### src/rtl/bp_fe_pc_next_pkg.sv
// Shared front-end types for the next-PC generator: FSM states, address type,
// RISC-V instruction size.
package bp_fe_pc_next_pkg;

   localparam int eaddr_width_gp       = 32;
   localparam int bp_fe_instr_bytes_gp = 4;

   typedef logic [eaddr_width_gp-1:0] eaddr_t;

   typedef enum logic [1:0] {
      e_boot  = 2'd0,
      e_run   = 2'd1,
      e_flush = 2'd2
   } bp_fe_pc_state_e;

endpackage

### src/rtl/bp_fe_pc_next_if.sv
// Next-PC generator signal bundle: backend redirect, RAS prediction in,
// fetch PC handshake and status pulses out.
interface bp_fe_pc_next_if #(parameter int eaddr_width_p = 32);

   logic                     redirect_v_i;
   logic [eaddr_width_p-1:0] redirect_pc_i;
   logic [eaddr_width_p-1:0] ras_pc_i;
   logic                     ras_pc_v_i;
   logic                     fetch_ready_i;
   logic [eaddr_width_p-1:0] pc_o;
   logic                     pc_v_o;
   logic                     ras_taken_o;
   logic                     redirect_ack_o;

   modport slave (
      input  redirect_v_i, redirect_pc_i, ras_pc_i, ras_pc_v_i, fetch_ready_i,
      output pc_o, pc_v_o, ras_taken_o, redirect_ack_o
   );

   modport master (
      output redirect_v_i, redirect_pc_i, ras_pc_i, ras_pc_v_i, fetch_ready_i,
      input  pc_o, pc_v_o, ras_taken_o, redirect_ack_o
   );

endinterface

### src/rtl/bp_fe_pc_next_sel.sv
// Combinational next-state logic: priority select of redirect, RAS target and
// sequential PC, plus the enables for the one-cycle status pulses.
module bp_fe_pc_next_sel
   import bp_fe_pc_next_pkg::*;
#(
   parameter int eaddr_width_p = eaddr_width_gp,
   parameter int instr_bytes_p = bp_fe_instr_bytes_gp
)(
   input  bp_fe_pc_state_e          state_i,
   input  logic [eaddr_width_p-1:0] pc_i,
   input  logic                     redirect_v_i,
   input  logic [eaddr_width_p-1:0] redirect_pc_i,
   input  logic [eaddr_width_p-1:0] ras_pc_i,
   input  logic                     ras_pc_v_i,
   input  logic                     fetch_ready_i,
   output bp_fe_pc_state_e          state_o,
   output logic [eaddr_width_p-1:0] pc_o,
   output logic                     ras_taken_o,
   output logic                     redirect_ack_o
);

   logic fire;
   assign fire = (state_i == e_run) & fetch_ready_i;

   always_comb begin
      state_o        = state_i;
      pc_o           = pc_i;
      ras_taken_o    = 1'b0;
      redirect_ack_o = 1'b0;
      // Redirect wins in every state and squashes whatever PC is on offer.
      if (redirect_v_i) begin
         pc_o           = {redirect_pc_i[eaddr_width_p-1:2], 2'b00};
         state_o        = e_flush;
         redirect_ack_o = 1'b1;
      end else begin
         unique case (state_i)
            e_boot, e_flush: state_o = e_run;
            e_run: begin
               if (fire && ras_pc_v_i) begin
                  pc_o        = {ras_pc_i[eaddr_width_p-1:2], 2'b00};
                  ras_taken_o = 1'b1;
               end else if (fire) begin
                  pc_o = pc_i + eaddr_width_p'(instr_bytes_p);
               end
            end
            default: state_o = e_boot;
         endcase
      end
   end

endmodule

### src/rtl/bp_fe_pc_next.sv
// Front-end next-PC generator: owns the fetch PC register and the
// BOOT/RUN/FLUSH state that gates pc_v_o.
module bp_fe_pc_next
   import bp_fe_pc_next_pkg::*;
#(
   parameter int                     eaddr_width_p = eaddr_width_gp,
   parameter logic [eaddr_width_p-1:0] boot_pc_p   = 32'h8000_0000,
   parameter int                     instr_bytes_p = bp_fe_instr_bytes_gp
)(
   input  logic           clk_i,
   input  logic           reset_i,
   bp_fe_pc_next_if.slave io
);

   bp_fe_pc_state_e          state_q, state_d;
   logic [eaddr_width_p-1:0] pc_q, pc_d;
   logic                     ras_taken_q, ras_taken_d;
   logic                     redirect_ack_q, redirect_ack_d;

   bp_fe_pc_next_sel #(
      .eaddr_width_p (eaddr_width_p),
      .instr_bytes_p (instr_bytes_p)
   ) u_sel (
      .state_i        (state_q),
      .pc_i           (pc_q),
      .redirect_v_i   (io.redirect_v_i),
      .redirect_pc_i  (io.redirect_pc_i),
      .ras_pc_i       (io.ras_pc_i),
      .ras_pc_v_i     (io.ras_pc_v_i),
      .fetch_ready_i  (io.fetch_ready_i),
      .state_o        (state_d),
      .pc_o           (pc_d),
      .ras_taken_o    (ras_taken_d),
      .redirect_ack_o (redirect_ack_d)
   );

   always_ff @(posedge clk_i) begin
      if (reset_i) begin
         state_q        <= e_boot;
         pc_q           <= boot_pc_p;
         ras_taken_q    <= 1'b0;
         redirect_ack_q <= 1'b0;
      end else begin
         state_q        <= state_d;
         pc_q           <= pc_d;
         ras_taken_q    <= ras_taken_d;
         redirect_ack_q <= redirect_ack_d;
      end
   end

   assign io.pc_o           = pc_q;
   assign io.pc_v_o         = (state_q == e_run);
   assign io.ras_taken_o    = ras_taken_q;
   assign io.redirect_ack_o = redirect_ack_q;

endmodule
### src/flat_wrapper.sv
// flat-port wrapper written by rule: the top's interface ports become plain ports
module bp_fe_pc_next_flat import bp_fe_pc_next_pkg::*;
#(
   parameter int                     eaddr_width_p = eaddr_width_gp,
   parameter logic [eaddr_width_p-1:0] boot_pc_p   = 32'h8000_0000,
   parameter int                     instr_bytes_p = bp_fe_instr_bytes_gp
)
  (clk_i, reset_i, io_redirect_v_i, io_redirect_pc_i, io_ras_pc_i, io_ras_pc_v_i, io_fetch_ready_i, io_pc_o, io_pc_v_o, io_ras_taken_o, io_redirect_ack_o);
  bp_fe_pc_next_if #(.eaddr_width_p(eaddr_width_p)) io_i ();
  input  logic clk_i;
  input  logic reset_i;
  input wire logic [$bits(io_i.redirect_v_i)-1:0] io_redirect_v_i;
  input wire logic [$bits(io_i.redirect_pc_i)-1:0] io_redirect_pc_i;
  input wire logic [$bits(io_i.ras_pc_i)-1:0] io_ras_pc_i;
  input wire logic [$bits(io_i.ras_pc_v_i)-1:0] io_ras_pc_v_i;
  input wire logic [$bits(io_i.fetch_ready_i)-1:0] io_fetch_ready_i;
  output wire logic [$bits(io_i.pc_o)-1:0] io_pc_o;
  output wire logic [$bits(io_i.pc_v_o)-1:0] io_pc_v_o;
  output wire logic [$bits(io_i.ras_taken_o)-1:0] io_ras_taken_o;
  output wire logic [$bits(io_i.redirect_ack_o)-1:0] io_redirect_ack_o;
  assign io_i.redirect_v_i = io_redirect_v_i;
  assign io_i.redirect_pc_i = io_redirect_pc_i;
  assign io_i.ras_pc_i = io_ras_pc_i;
  assign io_i.ras_pc_v_i = io_ras_pc_v_i;
  assign io_i.fetch_ready_i = io_fetch_ready_i;
  assign io_pc_o = io_i.pc_o;
  assign io_pc_v_o = io_i.pc_v_o;
  assign io_ras_taken_o = io_i.ras_taken_o;
  assign io_redirect_ack_o = io_i.redirect_ack_o;
  bp_fe_pc_next #(.eaddr_width_p(eaddr_width_p), .boot_pc_p(boot_pc_p), .instr_bytes_p(instr_bytes_p)) u_core (.clk_i(clk_i), .reset_i(reset_i), .io(io_i));
endmodule
### config.mk
export PLATFORM = sky130hd
export DESIGN_NAME = bp_fe_pc_next_flat
export DESIGN_NICKNAME = d
export VERILOG_FILES = /design/src/rtl/bp_fe_pc_next_pkg.sv /design/src/rtl/bp_fe_pc_next_if.sv /design/src/rtl/bp_fe_pc_next_sel.sv /design/src/rtl/bp_fe_pc_next.sv /design/src/flat_wrapper.sv
export SDC_FILE = /design/constraint.sdc
export NUM_CORES = 1
export LEC_CHECK = 0
export CAP_MARGIN = 10
export CORE_MARGIN = 10
export CORE_UTILIZATION = 37
export DETAILED_ROUTE_END_ITERATION = 8
export GPL_ROUTABILITY_DRIVEN = 1
export MAX_ROUTING_LAYER = met4
export PLACE_DENSITY = 0.81
export SYNTH_ARGS = -nofsm -noshare
export SYNTH_HDL_FRONTEND = slang
export SYNTH_SLANG_ARGS = --single-unit
### constraint.sdc
create_clock -name clk_i -period 2.3 [get_ports clk_i]
set_input_delay 0.46 -clock clk_i [delete_from_list [all_inputs] [get_ports clk_i]]
set_output_delay 0.46 -clock clk_i [all_outputs]
set_load 0.01 [all_outputs]
# ---- Yosys cells after proc, flatten, opt, wreduce, memory -nomap -nowiden
# Index checks and enable logic that the tools add are counted.
dict set report totals {
  register_bits 36
  latch_bits 0
  ram_bits 0
  romBits 0
  output_inout_bits 35
  n_memories 0
}
dict set report op_classes {
  addsub 1
  multipliers 0
  div 0
  magnitude_cmp 0
  eq_ne 3
  shift 0
  muxes 8
  bitwise 2
  n_reduce_logical 10
}
# op count
set ops {}
lappend ops {{2-to-1 mux 32 bit} 4}
lappend ops {{adder 32 x 3 -> 32 bit, second input constant} 1}
lappend ops {{one-hot mux 2 bit (2 select lines)} 1}
lappend ops {{AND reduction 2 bit} 2}
lappend ops {{nonzero test 2 bit} 2}
lappend ops {{OR reduction 2 bit} 2}
lappend ops {{nonzero test 3 bit} 1}
lappend ops {{OR reduction 3 bit} 1}
lappend ops {{equality test 2 x 1 -> 1 bit, second input constant} 1}
lappend ops {{equality test 2 bit, second input constant} 1}
lappend ops {{zero test 2 bit} 1}
lappend ops {{2-to-1 mux 1 bit} 2}
lappend ops {{2-to-1 mux 2 bit} 1}
lappend ops {{!= test 2 bit, second input constant} 1}
lappend ops {{AND 1 bit} 1}
lappend ops {{logical AND 1 bit} 1}
lappend ops {{inverter 1 bit} 1}

# ---- Depth between registers and ports, before layout
# Gate-level depths: netlist of run 1.
dict set report depth {
  word_depth 6
  mapped_depth 7
  mapped_depth_nobuf 6
}

# ---- Modules after synthesis
# From an unflattened synthesis of run 1, not the netlist that was laid out.
dict set report unflattened {
  cells_unflattened 306
  hier_area_um2 2408.6
}
# module n_inst cells_per_inst area_per_inst_um2 seq_area_each_um2
set by_module_without_submodules {}
lappend by_module_without_submodules {bp_fe_pc_next_sel 1 230 1436.4 0.0}
lappend by_module_without_submodules {bp_fe_pc_next 1 76 972.2 720.7}

# ---- Least setup slack after synthesis of run 1
# No wires, ideal clock.
dict set report synth_timing {
  kind {reg-to-reg}
  startpoint {register u_core.pc_q[2], in the netlist u_core.io.pc_o[2]}
  endpoint {register u_core.pc_q[28], in the netlist u_core.io.pc_o[28]}
  setup_ns 0.117
  arrival_ns 1.906
  required_time_ns 2.183
  setup_slack_ns 0.277
  path_stages_with_launch 7
  path_buffers 0
  synth_period_minus_slack_ns 2.023
  cell_sequence {dfxtp_1 > ha_1 > nand4_2 > nor4_4 > and4_1 > o21ai_0 > a32o_1}
}
dict set report synth_between {
  elab_chain_len 5
}
# item line
set synth_lines {}
lappend synth_lines {{start: declaration} bp_fe_pc_next.sv:16} ;# logic [eaddr_width_p-1:0] pc_q, pc_d;
lappend synth_lines {{start signal: assignment} bp_fe_pc_next.sv:40} ;# pc_q <= boot_pc_p;
lappend synth_lines {{start signal: assignment} bp_fe_pc_next.sv:45} ;# pc_q <= pc_d;
lappend synth_lines {{adder 32 x 3 -> 32 bit} bp_fe_pc_next_sel.sv:43} ;# pc_o = pc_i + eaddr_width_p'(instr_bytes_p);
lappend synth_lines {{2-to-1 mux 32 bit} bp_fe_pc_next_sel.sv:42} ;# end else if (fire) begin
lappend synth_lines {{2-to-1 mux 32 bit} bp_fe_pc_next_sel.sv:39} ;# if (fire && ras_pc_v_i) begin
lappend synth_lines {{2-to-1 mux 32 bit} bp_fe_pc_next_sel.sv:36} ;# unique case (state_i)
lappend synth_lines {{2-to-1 mux 32 bit} bp_fe_pc_next_sel.sv:31} ;# if (redirect_v_i) begin
# No other way between the ends. The select of a mux whose other input is x is not followed.
# A chain may end at the register's enable or synchronous reset.

# ---- Final worst setup path of run 1
dict set report layout_timing {
  startpoint {register u_core.pc_q[9], in the netlist u_core.io.pc_o[9]}
  endpoint {register u_core.pc_q[13], in the netlist u_core.io.pc_o[13]}
}
# The elaborated chain is that of the path after synthesis.

==> results_dict.tcl, run 1 <==
set metrics [dict create \
    vdd_drop_max_v 0.0002212 \
    detail_route.first_pass.iterations 5 \
    fp.dieArea_um2 10140 \
    required_ps 2470 \
    clkSlewWorstSetupHoldPaths_ps 80 \
    setup_viol 0 \
    dp_hpwl_mm 7.447 \
    power.total_mw 1.608 \
    die_w_um 100.7 \
    fillers 593 \
    hold_path_class "reg2reg" \
    grt_max_degree 23 \
    ff_latch_area_um2 720.7 \
    status "completed" \
    r2r_setup_slack_ps 200 \
    crit_type "reg2reg" \
    rows 29 \
    grt_overflow 0 \
    clockRootBuffer "clkbuf_8" \
    multi_input_area_um2 1588 \
    finalHoldViolCount 0 \
    synthCells 315 \
    start_kind "register" \
    grt_pass1_wl_mm 15.50 \
    synth_area_um2 2409 \
    synth_edf_count 0 \
    antennaDiodeCount 0 \
    syn-num-nets 385 \
    grt_pass1_vias 3063 \
    viasPerCell 5.855 \
    drtIter0Drc 192 \
    nets 504 \
    grt_use_total_pct 19.06 \
    min_to "u_core.state_q[0]" \
    p_per_area_nw_per_um2 423.1 \
    num_vias 2998 \
    drt-total-wl_mm 9.711 \
    finalCriticalPeriod_ps 2102 \
    io_buffers 99 \
    critical_path_peak_fanout 7 \
    antenna_found_initial 0 \
    period_share_pct 91.40 \
    gp_congestion 0.9533 \
    worstPathArrival_ps 2280 \
    hp-start "u_core.state_q[0]" \
    rsz0062_at_grt "false" \
    routedWlPerCell_um 18.97 \
    drc 0 \
    core-area_um2 6350 \
    end_kind "register" \
    clock_skew_ps 8.510 \
    ioPinCount 104 \
    syn_area_per_cell_um2 7.646 \
    start_util_pct 37.93 \
    synth_seq_cells 36 \
    async_flop_share_pct 0 \
    ys_types 59 \
    r2r_cells 5 \
    clk_latency_ps 290 \
    r2r-end "u_core.io.pc_o[13]" \
    tns_ps 0 \
    htree_levels 2 \
    max_freq_ghz 0.4757 \
    antenna_left 0 \
    cts_buffers 5 \
    cts_sinks 36 \
    ys_seq_area_share_pct 29.92 \
    die_h_um 100.7 \
    reg2reg_from "u_core.io.pc_o[9]" \
    worst_slew_pin_slew_ps 440.2 \
    slew_violations 0 \
    synth-main-ff-cell "dfxtp_1" \
    slew-limit-headroom_pct 70.38 \
    cts_tree "built" \
    leakage_nw 1.416 \
    clock_path_buffers 2 \
    syn2layout_area_growth_pct 57.77 \
    cap_violations 0 \
    drive_gt1_share_pct 12.41 \
    yosys_warnings 0 \
    hold_depth 1 \
]
-- routing by layer --
| metal | routed length (µm) | vias up | global-route usage, % | share of wire (%) |
|---|---|---|---|---|
| met4 | 57 | 0 | 3.913 | 0.59 |
| met3 | 721 | 8 | 4.321 | 7.4 |
| met1 | 4310 | 1431 | 24.14 | 44 |
| met5 | 0 | - | - | 0 |
| met2 | 4620 | 126 | 30.22 | 48 |
| li1 | - | 1433 | - | - |
-- worst max-delay path by stage --
stage / slack [ps] / from / cells past startpoint / endpoint
after floorplan: 280 / u_core.io.pc_o[2] / 6 / u_core.io.pc_o[28]
after global placement: 100 / io_fetch_ready_i / 7 / u_core.io.pc_o[31]
after detailed placement: 50 / io_fetch_ready_i / 8 / u_core.io.pc_o[19]
after CTS: 220 / u_core.io.pc_o[9] / 5 / u_core.io.pc_o[13]
after global routing: 80 / u_core.io.pc_o[2] / 7 / u_core.io.pc_o[28]
final: 200 / u_core.io.pc_o[9] / 5 / u_core.io.pc_o[13]
-- Yosys cell counts (5+ instances only) --
master	instances	area share, %
inv_1	6	0.93
and3_1	5	1.3
o21ai_0	18	3.7
o31ai_1	5	1.6
a221oi_1	7	2.5
dfxtp_1	36	30
mux2i_1	5	2.1
o211ai_1	9	2.8
nand3_1	11	2.3
nor2_1	25	3.9
nand4_1	9	2.3
clkbuf_1	20	3.1
or3_1	9	2.3
a211oi_1	7	2.2
a21oi_1	23	4.8
nand2_1	33	5.1
nor2b_1	8	2.1
nor3_1	11	2.3
-- power by group --
part | internal, mW | total, mW | leakage [nW] | switching (mW)
registers | 0.656 | 0.702 | 0.296 | 0.0462
clock network | 0.244 | 0.483 | 0.0445 | 0.239
logic | 0.244 | 0.423 | 1.08 | 0.179
total | 1.14 | 1.61 | 1.42 | 0.464
-- through the flow --
step / setup slack (ps) / hold slack, ps / area (µm²) / std cells / utilization [%]
5_1_grt: 75.04 / 501.9 / 3800 / 512 / 59.84
6_report: 197.7 / 475.4 / 3800 / 512 / 59.84
4_1_cts: 223.2 / 472.1 / 3794 / 512 / 59.74
3_3_place_gp: 102.3 / 450.0 / 3700 / 504 / 58.27
3_5_place_dp: 50.31 / 458.7 / 3700 / 504 / 58.27
2_1_floorplan: 277.1 / 432.2 / 2409 / 315 / -
-- repair_timing --
| item | in CTS | in global routing |
|---|---|---|
| setup buffers | 0 | 0 |
| endpoints found under the setup margin | 0 | 1 |
| resized for setup | 0 | 1 |
| hold buffers | 0 | 0 |
-- logic make-up (layout without fill, tap and decap cells) --
| logic type | after synthesis | in the layout | synth area share [%] |
|---|---|---|---|
| simple gates | 137 | 137 | 31.90 |
| xor+xnor | 6 | 6 | 2.182 |
| buf+inv | 28 | 148 | 4.415 |
| fa+ha+maj | 1 | 1 | 0.5194 |
| mux | 5 | 5 | 2.078 |
| compound gates | 102 | 102 | 28.99 |
| flops | 36 | 36 | 29.92 |
-- state kept, by name, summed over array words and instances (netlist names) --
| name | cells |
|---|---|
| u_core.io.ras_taken_o | 1 |
| u_core.io.pc_o | 32 |
| u_core.io.redirect_ack_o | 1 |
| u_core.state_q | 2 |
-- worst max-delay path, cell delays in order, from the launching register on --
cell and delay [ps]:
dfxtp_1 500, nand4_4 210, or4_4 620, a21o_2 240, a221oi_1 330, nor3_1 90
-- placed cells by master (no fill, tap or decap), types with 3 or more instances in the layout --
master           synthesis  routed
clkdlybuf4s50_1          0      99
dfxtp_1                 36      36
nand2_1                 33      33
buf_4                    0      33
nor2_1                  25      25
a21oi_1                 23      23
o21ai_0                 18      18
nor3_1                  11      11
nand3_1                 11      11
nand4_1                  9       9
o211ai_1                 9       9
or3_1                    9       9
nor2b_1                  8       8
a211oi_1                 7       7
a221oi_1                 7       7
inv_1                    6       6
clkbuf_8                 0       6
and3_1                   5       5
o31ai_1                  5       5
mux2i_1                  5       5
and4_1                   4       4
a21o_1                   4       4
nor3b_1                  4       4
nor4_1                   4       3
a32o_1                   3       3
a31oi_1                  3       3
a22o_1                   3       3
xnor2_1                  3       3
xor2_1                   3       3
-- final cells by class --
class	count	area share, %
tap	77	2.535
multi-input combinational	251	41.78
timing repair buffer	134	33.65
clock inverter	1	0.1976
sequential	36	18.97
inverter	6	0.5927
clock buffer	7	2.272
Note: power is estimated with default switching activity, not from simulation.
==> run 2: changes to the inputs <==
--- a/config.mk
+++ b/config.mk
@@ -6,12 +6,12 @@
 export NUM_CORES = 1
 export LEC_CHECK = 0
 export CAP_MARGIN = 10
-export CORE_MARGIN = 10
 export CORE_UTILIZATION = 37
 export DETAILED_ROUTE_END_ITERATION = 8
 export GPL_ROUTABILITY_DRIVEN = 1
 export MAX_ROUTING_LAYER = met4
 export PLACE_DENSITY = 0.81
+export REMOVE_ABC_BUFFERS = 1
 export SYNTH_ARGS = -nofsm -noshare
 export SYNTH_HDL_FRONTEND = slang
 export SYNTH_SLANG_ARGS = --single-unit
==> run 2 against run 1 <==
- non-clock buffer count down 1
- count of clock-buffer cells in the layout fell by 1
- largest cell class unchanged
- clock skew is 1.2 ps lower
- sequential cell count is the same
- worst setup slack better by 24 ps
- core utilization fell by 0.53 points
- clock power shrank 7.2%
- power fell by 2.9%
- final area fell by 1.4%
==> results_dict.tcl, run 2 (same netlist as run 1, synthesis figures left out) <==
set metrics [dict create \
    final_cell_mix "99 x clkdlybuf4s50_1, 36 x dfxtp_1, 34 x buf_4" \
    fillers 594 \
    gp_congestion 0.8786 \
    die_w_um 82.68 \
    critical_path_peak_fanout 8 \
    cap_violations 0 \
    worst_slew_pin_slew_ps 576.2 \
    finalCriticalPeriod_ps 2078 \
    clock_path_buffers 2 \
    largest_reg_flops 32 \
    antenna_left 0 \
    grt_overflow 0 \
    cts_tree "built" \
    drive_gt1_share_pct 11.78 \
    ioPinCount 104 \
    period_share_pct 90.35 \
    required_ps 2510 \
    fp.dieArea_um2 6836 \
    cts_sinks 36 \
    grt_use_total_pct 26.25 \
    die_h_um 82.68 \
    r2r_setup_slack_ps 220 \
    postCtsHoldBufs 0 \
    finalHoldViolCount 0 \
    drc 0 \
    slew_violations 0 \
    num_vias 2966 \
    hold_path_class "reg2reg" \
    nets 503 \
    crit_type "reg2reg" \
    tns_ps 0 \
    power.total_mw 1.561 \
    cts_buffers 5 \
    clockRootBuffer "clkbuf_8" \
    viasPerCell 5.816 \
    detail_route.first_pass.iterations 4 \
    final_common_cell "clkdlybuf4s50_1" \
    antenna_found_initial 0 \
    syn2layout_area_growth_pct 55.48 \
    drtIter0Drc 206 \
    worstPathArrival_ps 2290 \
    place_inst 503 \
    status "completed" \
    core-area_um2 6314 \
    drt-total-wl_mm 8.572 \
    leakage_nw 1.399 \
    p_per_area_nw_per_um2 416.9 \
    end_kind "register" \
    rows 29 \
    grt_max_degree 23 \
    post_cts_buffers 0 \
    utilization_pct 59.31 \
    cts-resized-gates 0 \
    routedWlPerCell_um 16.81 \
    dp_hpwl_mm 6.354 \
    antennaDiodeCount 0 \
    grt_pass1_wl_mm 12.99 \
    final_cells 510 \
    setup_viol 0 \
    holdWs_ps 478.8 \
    max_freq_ghz 0.4812 \
    htree_levels 2 \
    clk_latency_ps 300 \
    rsz0062_at_grt "false" \
    grt_pass1_vias 2579 \
    start_util_pct 38.15 \
    start_kind "register" \
    clock_skew_ps 7.280 \
    io_buffers 99 \
    slew-limit-headroom_pct 61.47 \
    clkSlewWorstSetupHoldPaths_ps 80 \
    vdd_drop_max_v 0.0003495 \
]
## run 2: changes by cell type in the layout (fill, tap and decap cells not counted)
cell,delta
nor4_2,-1
clkinv_2,+1
buf_12,-2
clkbuf_8,-1
nor4_1,+1
clkinvlp_4,-1
buf_4,+1
## run 2: path summary, 6_finish.rpt
kind,depth (start not counted),start,end
max,7,u_core.io.pc_o[2],u_core.io.pc_o[26]
max reg2reg,7,u_core.io.pc_o[2],u_core.io.pc_o[26]
min,1,u_core.state_q[1],u_core.state_q[0]
min reg2reg,1,u_core.state_q[1],u_core.state_q[0]
## run 2: report_power, final
group          leakage [nW]  internal, mW  switching [mW]  total, mW
clock network        0.0410         0.206           0.242      0.448
logic                  1.06         0.239           0.174      0.413
registers             0.296         0.656          0.0443      0.700
## run 2: per-layer routing
metal / share of wire, % / GRT usage, % / vias to the layer above / wire, µm
met5: 0 / - / - / 0
met4: 1.4 / 7.759 / 0 / 116
met3: 6.4 / 3.077 / 14 / 545
met2: 48 / 40.98 / 110 / 4133
met1: 44 / 35.41 / 1404 / 3778
li1: - / - / 1438 / -
## run 2: layout make-up
type	instances	area [µm²]	share of cell area (%)
multi-input cells	251	1582	42.23
well taps	77	96.34	2.573
inverters	6	22.52	0.6014
clock buffers	6	72.57	1.938
clock inverters	1	5.005	0.1336
flip-flops and latches	36	720.7	19.24
repair buffers	133	1246	33.28
## run 2: critical path, stage by stage (launching register included)
cell and delay, ps:
dfxtp_1 340, ha_1 240, nand4_2 270, nor4_1 400, buf_4 180, nor3b_1 230
a2111oi_0 110, a211oi_1 210
## run 2: metrics by stage
step | setup slack [ps] | instance area [µm²]
4_1_cts | 245.8 | 3745
3_5_place_dp | 27.34 | 3667
5_1_grt | 34.23 | 3745
6_report | 222.0 | 3745
3_3_place_gp | 24.63 | 3667
2_1_floorplan | 189.0 | 2325
